===== src/rtl/logic_unit_pkg.sv =====
// Shared definitions for the logic unit family: operation encodings and
// the parity/zero flag helper also used by the arithmetic unit.
package logic_unit_pkg;

    localparam int OP_W = 3;

    // Widest result the shared flag helper handles; narrower results are zero-extended.
    localparam int FLAG_MAX_W = 64;

    typedef enum logic [OP_W-1:0] {
        OP_AND    = 3'b000,
        OP_OR     = 3'b001,
        OP_XOR    = 3'b010,
        OP_NOR    = 3'b011,
        OP_NAND   = 3'b100,
        OP_XNOR   = 3'b101,
        OP_ANDN   = 3'b110,
        OP_PASS_B = 3'b111
    } op_e;

    // Returns {odd parity, zero}. Zero-extension leaves both flags unchanged.
    function automatic logic [1:0] parity_zero(input logic [FLAG_MAX_W-1:0] value);
        return {^value, (value == '0)};
    endfunction

endpackage


===== src/rtl/logic_unit_core.sv =====
// Combinational W-bit bitwise operation mux with N/Z/P flag generation.
// W must lie between 2 and FLAG_MAX_W.
module logic_unit_core
    import logic_unit_pkg::*;
#(
    parameter int W = 8
) (
    input  logic [OP_W-1:0] op,
    input  logic [W-1:0]    op_a,
    input  logic [W-1:0]    op_b,
    output logic [W-1:0]    res,
    output logic            n,
    output logic            z,
    output logic            p
);

    always_comb begin
        res = '0;
        case (op_e'(op))
            OP_AND:    res = op_a & op_b;
            OP_OR:     res = op_a | op_b;
            OP_XOR:    res = op_a ^ op_b;
            OP_NOR:    res = ~(op_a | op_b);
            OP_NAND:   res = ~(op_a & op_b);
            OP_XNOR:   res = ~(op_a ^ op_b);
            OP_ANDN:   res = op_a & ~op_b;
            OP_PASS_B: res = op_b;
            default:   res = '0;
        endcase
    end

    assign n      = res[W-1];
    assign {p, z} = parity_zero(FLAG_MAX_W'(res));

endmodule


===== src/rtl/logic_unit_pipe.sv =====
// Single-entry registered logic unit: valid/ready handshake, accumulator
// that can stand in for operand A, and a saturating accepted-op counter.
module logic_unit_pipe
    import logic_unit_pkg::*;
#(
    parameter int W     = 8,
    parameter int CNT_W = 16
) (
    input  logic             clk,
    input  logic             rst_n,
    input  logic             in_valid,
    output logic             in_ready,
    input  logic [W-1:0]     data_a,
    input  logic [W-1:0]     data_b,
    input  logic [OP_W-1:0]  op,
    input  logic             use_acc,
    input  logic             clr_acc,
    output logic             out_valid,
    input  logic             out_ready,
    output logic [W-1:0]     out_data,
    output logic             n,
    output logic             z,
    output logic             p,
    output logic [CNT_W-1:0] op_count
);

    logic [W-1:0] acc;
    logic [W-1:0] op_a;
    logic [W-1:0] res;
    logic         res_n;
    logic         res_z;
    logic         res_p;
    logic         accept;
    logic         transfer;

    assign in_ready = ~out_valid | out_ready;
    assign accept   = in_valid & in_ready;
    assign transfer = out_valid & out_ready;

    // A clear requested alongside use_acc must already see zero this cycle.
    assign op_a = use_acc ? (clr_acc ? '0 : acc) : data_a;

    logic_unit_core #(.W(W)) u_core (
        .op   (op),
        .op_a (op_a),
        .op_b (data_b),
        .res  (res),
        .n    (res_n),
        .z    (res_z),
        .p    (res_p)
    );

    always_ff @(posedge clk or negedge rst_n) begin
        if (!rst_n) begin
            out_valid <= 1'b0;
            out_data  <= '0;
            n         <= 1'b0;
            z         <= 1'b0;
            p         <= 1'b0;
        end else if (accept) begin
            out_valid <= 1'b1;
            out_data  <= res;
            n         <= res_n;
            z         <= res_z;
            p         <= res_p;
        end else if (transfer) begin
            out_valid <= 1'b0;
        end
    end

    // While stalled all inputs are ignored, so a bare clear only lands when ready.
    always_ff @(posedge clk or negedge rst_n) begin
        if (!rst_n) begin
            acc <= '0;
        end else if (accept) begin
            acc <= res;
        end else if (clr_acc && in_ready) begin
            acc <= '0;
        end
    end

    always_ff @(posedge clk or negedge rst_n) begin
        if (!rst_n) begin
            op_count <= '0;
        end else if (accept && (op_count != '1)) begin
            op_count <= op_count + CNT_W'(1);
        end
    end

endmodule


===== config.mk =====
export PLATFORM = sky130hd
export DESIGN_NAME = logic_unit_pipe
export DESIGN_NICKNAME = d
export VERILOG_FILES = /design/src/rtl/logic_unit_pkg.sv /design/src/rtl/logic_unit_core.sv /design/src/rtl/logic_unit_pipe.sv
export SDC_FILE = /design/constraint.sdc
export NUM_CORES = 1
export LEC_CHECK = 0
export ABC_AREA = 1
export BUFFER_PORTS_ARGS = -buffer_cell sky130_fd_sc_hd__buf_2
export CAP_MARGIN = 30
export CORE_MARGIN = 3
export CORE_UTILIZATION = 61
export CTS_BUF_LIST = sky130_fd_sc_hd__clkbuf_16
export DETAILED_ROUTE_END_ITERATION = 12
export GPL_ROUTABILITY_DRIVEN = 0
export PLACE_DENSITY_LB_ADDON = 0.2
export SLEW_MARGIN = 20
export SYNTH_ARGS = -nofsm -noshare
export SYNTH_HDL_FRONTEND = slang
export SYNTH_SLANG_ARGS = --single-unit

===== constraint.sdc =====
create_clock -name clk -period 3.4 [get_ports clk]
set_input_delay 0.68 -clock clk [delete_from_list [all_inputs] [get_ports clk]]
set_output_delay 0.68 -clock clk [all_outputs]
set_load 0.05 [all_outputs]

# [Word level (Yosys, flattened, before mapping)]
# Index checks and enable logic that the tools add are counted.
# Widths: inputs -> output; s select.
[word_totals] reg_bits=36 in_bits=25 out_inout_bits=29 word_cells=42
[classes] add_sub_neg=1 n_eq_ne=8 mux=7 bitwise=12 reduce_logical=7
[ops] operator="$pmux 8 s8" count=1
[ops] operator="$reduce_xor 64->1" count=1
[ops] operator="$mux 8" count=4
[ops] operator="$not 8->8" count=4
[ops] operator="$add 16x1->16 const B" count=1
[ops] operator="$and 8x8->8" count=2
[ops] operator="$ne 16x16->1 const B" count=1
[ops] operator="$eq 3x3->1 const B" count=4
[ops] operator="$logic_not 8->1" count=1
[ops] operator="$or 8x8->8" count=1
[ops] operator="$xor 8x8->8" count=1
[ops] operator="$eq 3x2->1 const B" count=2
[ops] operator="$reduce_bool 2->1" count=2
[ops] operator="$eq 3x1->1 const B" count=1
[ops] operator="$logic_not 3->1" count=1
[ops] operator="$and 1x1->1" count=2
[ops] operator="$logic_and 1x1->1" count=2
[ops] operator="$mux 1" count=2
[ops] operator="$not 1->1" count=1
[ops] operator="$or 1x1->1" count=1

# [Longest topological paths before layout]
# Gate-level depths: netlist of run 1.
[depth] ltp_word=6 ltp_mapped=15 depth_no_buf=15

# [Cells and area by module]
# A second synthesis of run 1 with hierarchy kept.
[hier_totals] cells_unflattened=494 hier_area_um2=3269.4
[by_module_without_submodules] module="logic_unit_pipe" n_inst=1 cells_each=257 area_per_inst_um2=1918.1 seq_area_each_um2=900.9
[by_module_without_submodules] module="logic_unit_core" n_inst=1 cells_each=237 area_per_inst_um2=1351.3 seq_area_each_um2=0.0

# [Least setup slack after synthesis of run 1]
# OpenSTA, ideal clock, no wires.
[synth_timing] kind="input-to-reg" startpoint="in use_acc" endpoint="reg p" setup_time_ps=127 arrival_time_ps=2622 required_ps=3273 path_slack_ps=651 stages=15 path_buffers=0 path_cell_list="clkinv_1 > nor2_1 > a22oi_1 > inv_1 > ha_1 > inv_1 > nand3_1 > nand2_1 > nor2_1 > nand3_1 > inv_1 > ha_1 > xnor2_1 > xnor2_1 > o21ai_0"
[synth_between] elab_chain_len=5 word_cells_on_any_way=10 classes_between="mux (2); bitwise (7); reduce/logical (1)"
[synth_rtl] item="start: declaration" line_no="logic_unit_pipe.sv:16" rtl="input logic use_acc,"
[synth_rtl] item="$mux 8 (*)" line_no="logic_unit_pipe.sv:41" rtl="assign op_a = use_acc ? (clr_acc ? '0 : acc) : data_a;"
[synth_rtl] item="$xor 8x8->8, or another cell as far along" line_no="logic_unit_core.sv:22, logic_unit_core.sv:25"
[synth_rtl] item="$not 8->8 (on tied branches)" line_no="logic_unit_core.sv:25, logic_unit_core.sv:23, logic_unit_core.sv:24"
[synth_rtl] item="$pmux 8 s8 (*)" line_no="logic_unit_core.sv:19" rtl="case (op_e'(op))"
[synth_rtl] item="$reduce_xor 64->1 (*)" line_no="logic_unit_pkg.sv:23" rtl="return {^value, (value == '0)};"
[synth_rtl] item="end signal: assignment" line_no="logic_unit_pipe.sv:65" rtl="p <= res_p;"
[synth_rtl] item="end: declaration" line_no="logic_unit_pipe.sv:23" rtl="output logic p,"
# Every way passes the cells marked *; elsewhere a longest branch is shown, timed or not.
# A chain may end at the register's enable or synchronous reset.

# [Worst setup path after layout of run 1]
# Ends and elaborated chain as after synthesis.

==> metrics.md, run 1 <==
| Metric | Value |
|---|---|
| Status | finished, final reports clean |
| RSZ-0062 raised after global routing | no |
| Post-Syn Nets | 480 |
| Post-synth EDFFs | 0 |
| Vias in the first global route | 2699 |
| Reg2reg setup slack | 1.05 ns |
| Sequential power share | 33.6% |
| Most used cell along the critical path | inv_1 |
| Reg2reg start | acc[1] |
| PwrDens | 482.9 nW/um^2 |
| Initial Utilization | 65.03% |
| Async set or reset register ratio after synthesis | 100.0% |
| Gate Count Post-Synth | 426 |
| Slew Viols, Final | 0 |
| First-pass GRT wire length | 12.21 mm |
| Critical Path AT | 3.22 ns |
| Fin Setup TNS | 0 ns |
| Critical Path Max Stage Delay | 0.50 ns |
| H-Tree Depth | 2 |
| DR vias/cell | 5.592 |
| Buf/Inv on CP | 5 |
| Hold Path Class | register to register |
| Hold Path Stages | 2 |
| CTS max path bufs | 2 |
| CTS Sinks | 35 |
| Fin nets | 526 |
| Tot GR Track Use | 27.83% |
| Net Sw Power | 0.6339 mW |
| GRT busiest layer | met2 |
| Ys flop type | dfrtp_1 |
| Largest cells by area after synthesis | dfrtp_1, nand2_1, ha_1 |
| R2R cell count | 13 |
| CP required | 3.55 ns |
| Final WL | 7.512 mm |
| Yosys cell types | 27 |
| Fin crit share | 90.30% |
| Antenna Cells | 0 |
| Share of cells above drive strength 1 | 15.86% |
| Critical path class | primary input to register |
| Max frequency | 325.7 MHz |
| Dpl cell area | 3179 sq um |
| Hold Crit Endpoint | out_data[3] |
| Post-cts sizing count | 0 |
| Pleak | 1.908 nW |
| Final worst slack | 0.3299 ns |
| Global route overflow | 0 |
| CP cell instances | buf_2 > clkinv_1 > nor2_1 > a22oi_1 > inv_1 > ha_1 > inv_1 > nand3_1 > nand2_1 > nor2_1 > nand3_1 > inv_1 > ha_1 > xnor2_1 > xnor2_1 > o21ai_0 |
| Post-CTS Setup Inserts | 0 |
| Final setup fails | 0 |
| Max-cap violation count | 0 |
| DP HPWL | 5.305 mm |
| Die Width | 75.30 um |
| Layout Cells excl Fill | 525 |
| Design Area, Final | 3343 sq um |
| Worst hold start | out_data[3] |
| Number of port buffers | 53 |
| Clk_lat worst skew | 0.28 ns |
| Crit path launch type | primary input |
| Final critical-path required period | 3.070 ns |
| Met3 Resource Use GR | 5.013% |
| Syn-to-layout area delta | 14.14% |
| Synthesized flop and latch total | 35 |
| Synth Cell Area | 2929 sq um |
| Most frequent cells after synthesis | nand2_1, inv_1, nor2_1 |
| Top Family by Delay on Critical Path | simple AND/OR/NAND/NOR gates |
| Avg Cell Area, Syn | 6.876 sq um |
| Initial antenna violation count | 0 |
| Clock Power Share | 31.4% |
| Met1 Use GR | 33.53% |
| Initial DRC Count | 324 |
| Slowest CP cell | nor2_1 |
| DR WL/cell | 14.31 um |
| Die height | 75.30 um |
| DRC viols | 0 |
| CTS buffer count | 5 |
| CTS tree | built |
| Cells after DPL | 517 |
| Sequential fraction of the synthesis area | 29.90% |
| Largest net degree at the start of global routing | 36 |
| Logic pwr share | 34.9% |
| Row count | 24 |
| Worst Tran Pin Value | 0.8214 ns |
| Final hold violations | 0 |
| RR Endpoint | p |
| Met2 usage in global routing | 51.01% |
| Crit path depth | 16 |
| Worst vdd ir | 0.6064 mV |
| Max_slew headroom | 45.04% |
| Area leader, netlist | dfrtp_1 |
| Core Box Area | 4504 sq um |
| Crit path launch | use_acc |
| Most frequent cell after synthesis | nand2_1 |
| CP Max Fanout | 9 |
| Crit. End Element | register |
| Clock root buffer | clkbuf_16 |
| Die Footprint | 5669 sq um |
| Setup slack at placement | 0.1161 ns |
| Ys Warns | 0 |
| Final hold slack | 0.4791 ns |
| Cts hold-fix bufs | 0 |
| Vias post-DR | 2936 |
| CTS clk-pin slew, worst paths | 0.05 ns |
| DR pass1 iterations | 5 |
| Clock Skew | 0.005380 ns |
| I/O pin total | 54 |
| Internal power | 0.9805 mW |
| Sw frac | 39.26% |
| Yosys top cell area share | 29.90% |
| ANT nets after route | 0 |
metal layers:
layer / part of all wire, % / wire [um]
met1: 40 / 2993
met2: 52 / 3913
met3: 6.0 / 454
met4: 2.0 / 150
met5: 0 / 0
layout make-up:
type                    count  area (sq um)
inverters                  63         239.0
clock inverters             3         38.79
repair buffers             54         272.8
well taps                  52         65.06
multi-input cells         313          1727
fillers                   373          1161
clock buffers               5         125.1
flip-flops and latches     35         875.8
layout by cell type (no fill, tap or decap):
master / synthesis / layout
nand2_1: 137 / 137
inv_1: 59 / 59
buf_2: 7 / 53
nor2_1: 43 / 43
dfrtp_1: 35 / 35
nand3_1: 29 / 29
ha_1: 29 / 29
nand4_1: 26 / 26
xnor2_1: 12 / 12
nand3b_1: 9 / 9
a22oi_1: 8 / 8
o21ai_0: 6 / 6
clkbuf_16: 0 / 5
nand2_2: 4 / 4
clkinv_1: 1 / 2
inv_2: 2 / 2
nor2_2: 2 / 2
nand3_2: 2 / 2
xor2_1: 2 / 2
nor3_2: 1 / 1
o21ai_1: 1 / 1
nor2_4: 1 / 1
o21ai_4: 1 / 1
inv_4: 1 / 1
bufinv_16: 0 / 1
clkinv_2: 0 / 1
buf_4: 2 / 1
worst register-to-register path, delay by kind of cell (launching register included):
kind            cells  cell delay (ns)
fa+ha+maj           2             0.58
flops               1             0.39
compound gates      2             0.35
xor+xnor            2             0.35
simple gates        4             0.32
buf+inv             3             0.23
cell families after synthesis:
kind of cell               count (synthesis)  share of synthesized area (%)
AOI/OAI and AO/OA                         16                          3.802
DFF                                       35                          29.90
and+or+nand+nor                          254                          38.57
buffers and inverters                     78                          11.15
xor gates and xnor gates                  14                          4.186
adders and majority gates                 29                          12.39
registers in the layout (all words and copies together) (netlist names):
name	cells
z	1
p	1
out_valid	1
acc	8
op_count	16
out_data	8
per-stage QoR:
step           power [mW]  utilization, %
6_report            1.614           74.22
5_1_grt             1.696           74.22
4_1_cts             1.618           74.22
3_5_place_dp        1.106           70.58
3_3_place_gp        1.089           70.58
2_1_floorplan      0.9657               -
power by group through the flow:
stage	registers, mW	logic [mW]	clock network (mW)
5_1_grt	0.549	0.615	0.531
2_1_floorplan	0.708	0.258	0
3_5_place_dp	0.546	0.561	0
6_report	0.543	0.564	0.507
4_1_cts	0.542	0.565	0.512
3_3_place_gp	0.544	0.545	0
worst max path at each step:
| stage | slack [ns] | endpoint |
|---|---|---|
| 2_1_floorplan | 0.65 | p |
| 5_1_grt | 0.04 | p |
| 3_3_place_gp | 0.26 | p |
| 4_1_cts | 0.36 | p |
| 6_report | 0.33 | p |
| 3_5_place_dp | 0.12 | p |
(Power assumes the default switching activity.)
==> inputs of run 2 (changes only) <==
- CORE_UTILIZATION: 61 -> 51
- clock period: 3.4 -> 2.77 ns (I/O delays scaled with it)
==> run 2 against run 1 <==
Compared with the run above:
- critical path depth unchanged
- non-clock buffer count up 15
- worst hold slack worse by 0.12 ns
- routed wire length down 0.99%
- final cell count up 6.1%
- register-to-register slack worse by 0.55 ns
- worst setup slack worse by 0.12 ns
- via count up 0.78%
- global-route usage down 4.8 points
- clock skew about the same
==> metrics.md, run 2 (synthesized netlist as in run 1, its figures left out) <==
| Metric | Value |
|---|---|
| Status | finished, final reports clean (unchanged) |
| Largest registers | op_count x16, acc x8, out_data x8 (unchanged) |
| Core Box Area | 5335 sq um (was 4504 sq um) |
| Net Sw Power | 0.7797 mW (was 0.6339 mW) |
| RSZ-0062 raised after global routing | no (unchanged) |
| Vias in the first global route | 2635 (was 2699) |
| Share of cells above drive strength 1 | 19.10% (was 15.86%) |
| Commonest non-fill, non-tap cells in the layout | nand2_1, inv_1, buf_2 (unchanged) |
| Critical Path AT | 2.71 ns (was 3.22 ns) |
| DR pass1 iterations | 6 (was 5) |
| Crit. End Element | register (unchanged) |
| Tot GR Track Use | 23.06% (was 27.83%) |
| CTS max path bufs | 2 (unchanged) |
| Final critical-path required period | 2.562 ns |
| Final Power | 1.905 mW (was 1.614 mW) |
| Crit path launch | use_acc (unchanged) |
| CP required | 2.92 ns (was 3.55 ns) |
| CP Max Fanout | 8 (was 9) |
| Die height | 81.79 um (was 75.30 um) |
| Global route overflow | 0 (unchanged) |
| Final setup fails | 0 (unchanged) |
| Most flops, register | op_count (unchanged) |
| Max frequency | 390.3 MHz |
| CP cell instances | buf_2 > clkinv_1 > buf_4 > a22oi_1 > inv_1 > ha_1 > inv_1 > nand3_1 > nand2_1 > nor2_1 > nand3_1 > inv_1 > ha_1 > xnor2_1 > xnor2_1 > o21ai_1 (was buf_2 > clkinv_1 > nor2_1 > a22oi_1 > inv_1 > ha_1 > inv_1 > nand3_1 > nand2_1 > nor2_1 > nand3_1 > inv_1 > ha_1 > xnor2_1 > xnor2_1 > o21ai_0) |
| Logic pwr share | 37.5% (was 34.9%) |
| Die Footprint | 6689 sq um (was 5669 sq um) |
| CTS tree | built (unchanged) |
| Antenna Cells | 0 (unchanged) |
| Number of port buffers | 53 (unchanged) |
| Final WL | 7.438 mm (was 7.512 mm) |
| Slew Viols, Final | 0 (unchanged) |
| Top Family by Delay on Critical Path | buffers and inverters (was simple AND/OR/NAND/NOR gates) |
| Clock Power Share | 27.5% (was 31.4%) |
| Worst Tran Pin Value | 0.7801 ns (was 0.8214 ns) |
| Critical path endpoint | p (unchanged) |
| CTS Sinks | 35 (unchanged) |
| Clock root buffer | clkbuf_16 (unchanged) |
| Final design utilization | 65.06% (was 74.22%) |
| Largest net degree at the start of global routing | 36 (unchanged) |
| Commonest non-fill, non-tap cell in the layout | nand2_1 (unchanged) |
| Max_slew headroom | 47.99% (was 45.04%) |
| Sw frac | 40.94% (was 39.26%) |
| Initial DRC Count | 210 (was 324) |
| Fin nets | 541 (was 526) |
| Worst vdd ir | 0.4928 mV (was 0.6064 mV) |
| Internal power | 1.125 mW (was 0.9805 mW) |
| H-Tree Depth | 2 (unchanged) |
| Largest register FFs | 16 (unchanged) |
| Die Width | 81.79 um (was 75.30 um) |
| Final hold violations | 0 (unchanged) |
| Reg2reg start | acc[6] (was acc[1]) |
| RR Endpoint | p (unchanged) |
| Buf/Inv on CP | 6 (was 5) |
| Clock Skew | 0.005068 ns (was 0.005380 ns) |
| Initial antenna violation count | 0 (unchanged) |
| Fin crit share | 92.49% |
| Clk_lat worst skew | 0.28 ns (about the same) |
| R2R cell count | 13 (unchanged) |
| DR WL/cell | 13.35 um (was 14.31 um) |
| Slowest CP cell | ha_1 (was nor2_1) |
| First-pass GRT wire length | 12.13 mm (was 12.21 mm) |
| Vias post-DR | 2959 (was 2936) |
| Cts hold-fix bufs | 0 (unchanged) |
| PwrDens | 548.8 nW/um^2 (was 482.9 nW/um^2) |
| Sequential power share | 35.0% (was 33.6%) |
| Initial Utilization | 54.90% (was 65.03%) |
| Critical path class | primary input to register (unchanged) |
| Hold Path Class | primary input to asynchronous set/reset pin (was register to register) |
| Reg2reg setup slack | 0.50 ns (was 1.05 ns) |
| CTS buffer count | 5 (unchanged) |
| Crit path launch type | primary input (unchanged) |
| I/O pin total | 54 (unchanged) |
| DP HPWL | 5.471 mm (was 5.305 mm) |
| Crit path depth | 16 (unchanged) |
| Row count | 26 (was 24) |
| Syn-to-layout area delta | 18.50% (was 14.14%) |
| Most used cell along the critical path | inv_1 (unchanged) |
| DR vias/cell | 5.312 (was 5.592) |
| Pleak | 1.970 nW (was 1.908 nW) |
| Critical Path Max Stage Delay | 0.30 ns (was 0.50 ns) |
| ANT nets after route | 0 (unchanged) |
| Max-cap violation count | 0 (unchanged) |
| CTS clk-pin slew, worst paths | 0.06 ns (was 0.05 ns) |
| DRC viols | 0 (unchanged) |
## run 2: worst min-delay path by stage
stage / slack, ns / to
2_1_floorplan: 0.26 / acc[0]
3_3_place_gp: 0.46 / out_data[6]
3_5_place_dp: 0.46 / out_data[0]
4_1_cts: 0.38 / out_data[6]
5_1_grt: 0.42 / out_data[7]
6_report: 0.36 / out_data[0]
## run 2: what timing repair did
item / CTS / global route
setup endpoints to repair: 0 / 1
resized for setup: 0 / 6
setup buffers: 0 / 0
## run 2: power by group through the flow
stage	registers, mW	clock network (mW)	logic (mW)
6_report	0.667	0.523	0.714
5_1_grt	0.679	0.550	0.783
4_1_cts	0.665	0.529	0.711
3_5_place_dp	0.670	0	0.708
3_3_place_gp	0.670	0	0.691
2_1_floorplan	0.869	0	0.316
## run 2: through the flow
step	hold slack (ns)	area (sq um)	setup WS (ns)	cells	setup TNS, ns
finish	0.3561	3471	0.2081	557	0
global route	0.4244	3471	0.004363	557	0
CTS	0.3807	3448	0.00006106	557	0
detailed placement	0.4633	3314	-0.2810	550	-0.2810
global placement	0.4625	3314	-0.1708	550	-0.1708
floorplan	0.2584	2929	0.1467	426	0
## run 2: worst register-to-register path, delay by kind of cell, from the launching register on
kind / cells / cell delay, ns
compound gates: 2 / 0.32
fa+ha+maj: 2 / 0.60
simple gates: 4 / 0.29
flops: 1 / 0.39
buf+inv: 3 / 0.23
xor+xnor: 2 / 0.33
## run 2: area by class of cell
cell class                 instances  area, sq um
fill                             488         1864
timing repair buffer              69        385.4
sequential                        35        875.8
inverter                          63        239.0
clock buffer                       5        125.1
clock inverter                     2        8.758
multi-input combinational        313         1749
tap                               70        87.58
## run 2: layer usage
layer	up-vias	track usage [%]	wire, um
li1	1466	-	-
met1	1369	34.78	3538
met2	115	34.65	3347
met3	9	3.180	484
met4	0	5.648	68
met5	-	0	0
